--- config.mk ---
export PLATFORM = sky130hd
export DESIGN_NAME = instr_encoder
export DESIGN_NICKNAME = d
export VERILOG_FILES = /design/src/rtl/instr_encoder.sv
export SDC_FILE = /design/constraint.sdc
export NUM_CORES = 1
export LEC_CHECK = 0
export ABC_AREA = 1
export ABC_CLOCK_PERIOD_IN_PS = 4360
export CORE_ASPECT_RATIO = 1.4
export CORE_MARGIN = 2
export CORE_UTILIZATION = 51
export DETAILED_ROUTE_END_ITERATION = 16
export HOLD_SLACK_MARGIN = 0.12
export PLACE_DENSITY = 0.92
export SLEW_MARGIN = 5
export SYNTH_ARGS = -nofsm -noshare
export SYNTH_HDL_FRONTEND = slang
export SYNTH_SLANG_ARGS = --single-unit
export TNS_END_PERCENT = 10
--- constraint.sdc ---
create_clock -name clk -period 4.36 [get_ports clk]
set_input_delay 1.308 -clock clk [delete_from_list [all_inputs] [get_ports clk]]
set_output_delay 1.308 -clock clk [all_outputs]
set_load 0.01 [all_outputs]
--- src/rtl/instr_encoder.sv ---
// instr_encoder: packs instruction descriptors into raw RV64 instruction words.
// Expands the LI pseudo-op into ADDI, or into LUI plus an optional ADDIW.
// Provides a single output register stage with a valid/ready handshake on each side.
module instr_encoder (
    input  logic        clk,
    input  logic        reset,
    input  logic        in_valid,
    output logic        in_ready,
    input  logic [2:0]  in_fmt,
    input  logic [6:0]  in_opcode,
    input  logic [2:0]  in_f3,
    input  logic [6:0]  in_f7,
    input  logic [4:0]  in_rd,
    input  logic [4:0]  in_rs1,
    input  logic [4:0]  in_rs2,
    input  logic [63:0] in_imm,
    output logic        out_valid,
    input  logic        out_ready,
    output logic [31:0] out_instr,
    output logic        out_err
);

    localparam logic [2:0] FMT_R  = 3'd0;
    localparam logic [2:0] FMT_I  = 3'd1;
    localparam logic [2:0] FMT_S  = 3'd2;
    localparam logic [2:0] FMT_B  = 3'd3;
    localparam logic [2:0] FMT_U  = 3'd4;
    localparam logic [2:0] FMT_J  = 3'd5;
    localparam logic [2:0] FMT_LI = 3'd6;

    localparam logic [6:0] OP_ADDI  = 7'b0010011;
    localparam logic [6:0] OP_LUI   = 7'b0110111;
    localparam logic [6:0] OP_ADDIW = 7'b0011011;

    typedef enum logic {
        IDLE = 1'b0,
        LI2  = 1'b1
    } state_t;

    state_t      state;
    logic [31:0] pend_instr;

    logic        accept;
    logic        out_fire;

    logic        fit12;
    logic        fit13;
    logic        fit21;
    logic        fit32;
    logic [19:0] li_hi;
    logic [11:0] li_lo;

    logic [31:0] enc_word;
    logic        enc_err;
    logic        enc_two;
    logic [31:0] enc_second;

    // Signed-range checks: the upper bits must all equal the sign bit
    assign fit12 = (in_imm[63:11] == {53{in_imm[63]}});
    assign fit13 = (in_imm[63:12] == {52{in_imm[63]}});
    assign fit21 = (in_imm[63:20] == {44{in_imm[63]}});
    assign fit32 = (in_imm[63:31] == {33{in_imm[63]}});

    // LI split: rounding hi by bit 11 compensates for the sign-extended lo
    assign li_hi = in_imm[31:12] + 20'(in_imm[11]);
    assign li_lo = in_imm[11:0];

    // Handshake: a pending ADDIW blocks new descriptors
    assign in_ready = (state == IDLE) && (!out_valid || out_ready);
    assign accept   = in_valid && in_ready;
    assign out_fire = out_valid && out_ready;

    // Field packing and legality check for the presented descriptor
    always_comb begin
        enc_word   = '0;
        enc_err    = 1'b0;
        enc_two    = 1'b0;
        enc_second = '0;
        case (in_fmt)
            FMT_R: begin
                enc_word = {in_f7, in_rs2, in_rs1, in_f3, in_rd, in_opcode};
            end
            FMT_I: begin
                enc_err  = !fit12;
                enc_word = {in_imm[11:0], in_rs1, in_f3, in_rd, in_opcode};
            end
            FMT_S: begin
                enc_err  = !fit12;
                enc_word = {in_imm[11:5], in_rs2, in_rs1, in_f3, in_imm[4:0], in_opcode};
            end
            FMT_B: begin
                enc_err  = !fit13 || in_imm[0];
                enc_word = {in_imm[12], in_imm[10:5], in_rs2, in_rs1, in_f3,
                            in_imm[4:1], in_imm[11], in_opcode};
            end
            FMT_U: begin
                enc_err  = !fit32 || (in_imm[11:0] != 12'd0);
                enc_word = {in_imm[31:12], in_rd, in_opcode};
            end
            FMT_J: begin
                enc_err  = !fit21 || in_imm[0];
                enc_word = {in_imm[20], in_imm[10:1], in_imm[11], in_imm[19:12],
                            in_rd, in_opcode};
            end
            FMT_LI: begin
                enc_err = !fit32;
                if (fit12) begin
                    enc_word = {li_lo, 5'd0, 3'd0, in_rd, OP_ADDI};
                end else begin
                    enc_word   = {li_hi, in_rd, OP_LUI};
                    enc_two    = (li_lo != 12'd0);
                    enc_second = {li_lo, in_rd, 3'd0, in_rd, OP_ADDIW};
                end
            end
            default: begin
                enc_err = 1'b1;
            end
        endcase
        if (enc_err) begin
            enc_word = '0;
            enc_two  = 1'b0;
        end
    end

    // Expansion FSM and output register stage
    always_ff @(posedge clk or posedge reset) begin
        if (reset) begin
            state      <= IDLE;
            out_valid  <= 1'b0;
            out_instr  <= '0;
            out_err    <= 1'b0;
            pend_instr <= '0;
        end else begin
            case (state)
                IDLE: begin
                    if (accept) begin
                        out_valid  <= 1'b1;
                        out_instr  <= enc_word;
                        out_err    <= enc_err;
                        pend_instr <= enc_second;
                        if (enc_two) begin
                            state <= LI2;
                        end
                    end else if (out_fire) begin
                        out_valid <= 1'b0;
                    end
                end
                LI2: begin
                    if (out_fire) begin
                        out_instr <= pend_instr;
                        out_err   <= 1'b0;
                        state     <= IDLE;
                    end
                end
            endcase
        end
    end

endmodule
==> impl_metrics.env <==
export IMPL_cpMaxStageDelayCell="clkdlybuf4s50_1"
export IMPL_syn_inst=681
export IMPL_reg2regPathDepth=6
export IMPL_r2r_slack_ps=2190
export IMPL_whs_path_depth=2
export IMPL_finalWirelength_um=15600
export IMPL_grt_pass1_wl_um=24700
export IMPL_fin_setup_tns_ps=0
export IMPL_r2r_end="out_instr[4]"
export IMPL_drt_iter0_drc=471
export IMPL_hold_path_class="flip-flop to flip-flop"
export IMPL_dp_slack_ps=391.2
export IMPL_gp_congestion=0.9917
export IMPL_max_slew_margin_pct=33.16
export IMPL_grt_pass1_vias=5172
export IMPL_core_area_mm2=0.008198
export IMPL_syn_area_per_cell_um2=6.383
export IMPL_yosysSeqAreaShare_pct=30.51
export IMPL_fin_crit_ps=3919
export IMPL_cts_resized=0
export IMPL_vias=5344
export IMPL_fin_crit_sh_pct=89.90
export IMPL_r2r_start="state"
export IMPL_powerDensity_mw_per_mm2=411.7
export IMPL_finalWorstSetupSlack_ps=440.5
export IMPL_cp_cell_sequence="clkdlybuf4s50_1, inv_1, a21oi_1, clkdlybuf4s50_1"
export IMPL_die_h_um=113.2
export IMPL_rsz0062_at_grt="no"
export IMPL_cts_sinks=53
export IMPL_clock_fmax_ghz=0.2551
export IMPL_status="completed"
export IMPL_worstPathArrival_ps=2610
export IMPL_crit_type="input port to primary output"
export IMPL_die_area_mm2=0.009288
export IMPL_grt_usage_pct=34.14
export IMPL_antenna_left=0
export IMPL_hp_start="out_instr[13]"
export IMPL_clkSlewWorstSetupHoldPaths_ps=70
export IMPL_antenna_found_initial=0
export IMPL_syn_nets=786
export IMPL_tritoncts="yes"
export IMPL_clkLatencyLatePin_ps=300
export IMPL_clk_path_buf_depth=2
export IMPL_path_max_fanout=2
export IMPL_std_cell_rows=39
export IMPL_worstMarginPinSlew_ps=1001
export IMPL_drv_slew=0
export IMPL_drv_cap=0
export IMPL_firstDrtPassIters=5
export IMPL_synth_edf_count=0
export IMPL_pin_count=138
export IMPL_fin_skew_ps=8.407
export IMPL_yosys_warnings=0
export IMPL_fp_dieW_um=82.03
export IMPL_critPathLaunchType="input port"
export IMPL_yosysUniqueCellTypes=37
export IMPL_post_cts_repair_setup_buffers=0
export IMPL_grt_max_degree=34
export IMPL_cts_root_buffer="clkbuf_16"
export IMPL_postSynth_asyncResetShare_pct=100.0
export IMPL_cp_data_required_time_ps=3050
export IMPL_nets=918
export IMPL_dp_hpwl_um=12190
export IMPL_finalSetupViolations=0
export IMPL_numPortBuffers=137
export IMPL_start_util_pct=53.02
export IMPL_grt_overflow=0
export IMPL_synth_ff_latch_count=53
export IMPL_hold_viol_final=0
export IMPL_drc=0
export IMPL_ys_flop_type="dfrtp_1"
export IMPL_cts_hold_buf=0
export IMPL_holdPathEnd="out_instr[13]"
export IMPL_wl_per_cell_um=17.03
export IMPL_p_leak_uw=0.002755
export IMPL_area_delta_synth_final_pct=37.71
export IMPL_critPathMaxStageDelay_ps=580
export IMPL_crit_path_end_kind="primary output"
export IMPL_synth_top_cell_area_share_pct=30.51
export IMPL_via_per_inst=5.834
export IMPL_yosys_top_cells_area="dfrtp_1, nand2_1, nor2_1, nand3_1, inv_1"
export IMPL_syn_area_mm2=0.004347
export IMPL_antenna_cells=0
export IMPL_crit_top_cell="clkdlybuf4s50_1"
export IMPL_htreeDepth=2
export IMPL_fin_util_pct=73.02
export IMPL_yosys_area_top_type="dfrtp_1"
export IMPL_cts_buffers=5
export IMPL_layout_drive_gt1_share_pct=7.494
export IMPL_vdd_drop_max_mv=0.4794
[synthesized netlist by cell type, types with 3 or more instances]
cell type	count
a21oi_1	43
a21oi_2	9
a221oi_1	9
a22oi_1	9
buf_1	3
buf_2	4
buf_6	6
clkbuf_1	12
dfrtp_1	53
inv_1	65
nand2_1	180
nand2_2	4
nand3_1	70
nand3_2	10
nand4_1	4
nor2_1	110
nor2_2	4
nor3_1	5
nor4_1	3
o21ai_0	32
o21ai_1	6
o22ai_1	7
or2_2	3
xor2_1	13
[per-layer routing]
metal,global-route usage [%],routed length [µm]
met1,39.50,5707
met2,60.76,8123
met3,2.791,885
met4,18.00,886
met5,0,0
[stage by stage]
step | cell area (µm²) | total power (µW) | hold WS [ps] | instances
after floorplan | 4347 | 1352 | 449.9 | 681
after global placement | 5792 | 1884 | 464.9 | 908
after detailed placement | 5792 | 1935 | 473.8 | 908
after CTS | 5986 | 2452 | 488.5 | 916
after global routing | 5986 | 2597 | 505.5 | 916
final | 5986 | 2464 | 485.3 | 916
[where the power goes]
group          switching, µW  leakage (µW)  internal, µW
Clock                    183     0.0000944           331
Combinational            636       0.00199           544
Sequential               104      0.000675           667
[registers in the layout, indices dropped and copies added, names as in the netlist]
signal	count
out_valid	1
pend_instr	18
out_instr	32
state	1
out_err	1
[placed cells by master (no fill, tap or decap)]
cell and n:
nand2_1 180, clkdlybuf4s50_1 137, nor2_1 110, nand3_1 70, inv_1 64, dfrtp_1 53, a21oi_1 43, o21ai_0 32
buf_4 14, xor2_1 13, nand3_2 10, a22oi_1 9, a221oi_1 9, a21oi_2 9, o22ai_1 7, o21ai_1 6
nor3_1 5, clkbuf_16 5, nand2_2 4, nor2_2 4, nand4_1 4, inv_2 3, nor4_1 3, or2_2 3
o21ai_2 2, a211oi_1 2, ha_1 2, bufinv_16 2, nor2_4 1, nand3_4 1, nor3_2 1, nor2_8 1
clkinv_1 1, o221ai_1 1, a21boi_0 1, xnor2_1 1, inv_6 1
[cells by family (layout without fill, tap and decap cells)]
group | count (synthesis) | in the layout | synth area share, %
simple gates | 397 | 397 | 39.93
compound gates | 121 | 121 | 16.64
fa+ha+maj | 2 | 2 | 0.5756
flops | 53 | 53 | 30.51
xor+xnor | 14 | 14 | 2.821
buf+inv | 94 | 227 | 9.528
[cell type report]
class,count,area (µm²)
flip-flops and latches,53,1326
well taps,102,127.6
multi-input cells,534,2606
fillers,675,2212
inverters,68,255.2
clock inverters,3,68.82
clock buffers,5,125.1
repair buffers,151,1476
[worst max path at each step]
stage / from / to / slack [ps] / depth (start not counted)
final: out_ready / in_ready / 440 / 4
after global placement: in_imm[12] / out_instr[24] / 390 / 15
after global routing: in_imm[63] / out_instr[4] / 350 / 14
after CTS: out_ready / in_ready / 440 / 4
after floorplan: in_imm[11] / out_instr[24] / 1460 / 14
after detailed placement: in_imm[63] / state / 390 / 14
[worst max-delay path: cells and delay by family]
| kind | cells | cell delay [ps] |
|---|---|---|
| AOI/OAI and AO/OA | 1 | 190 |
| buffers and inverters | 3 | 1120 |
Note: power is estimated with default switching activity, not from simulation.
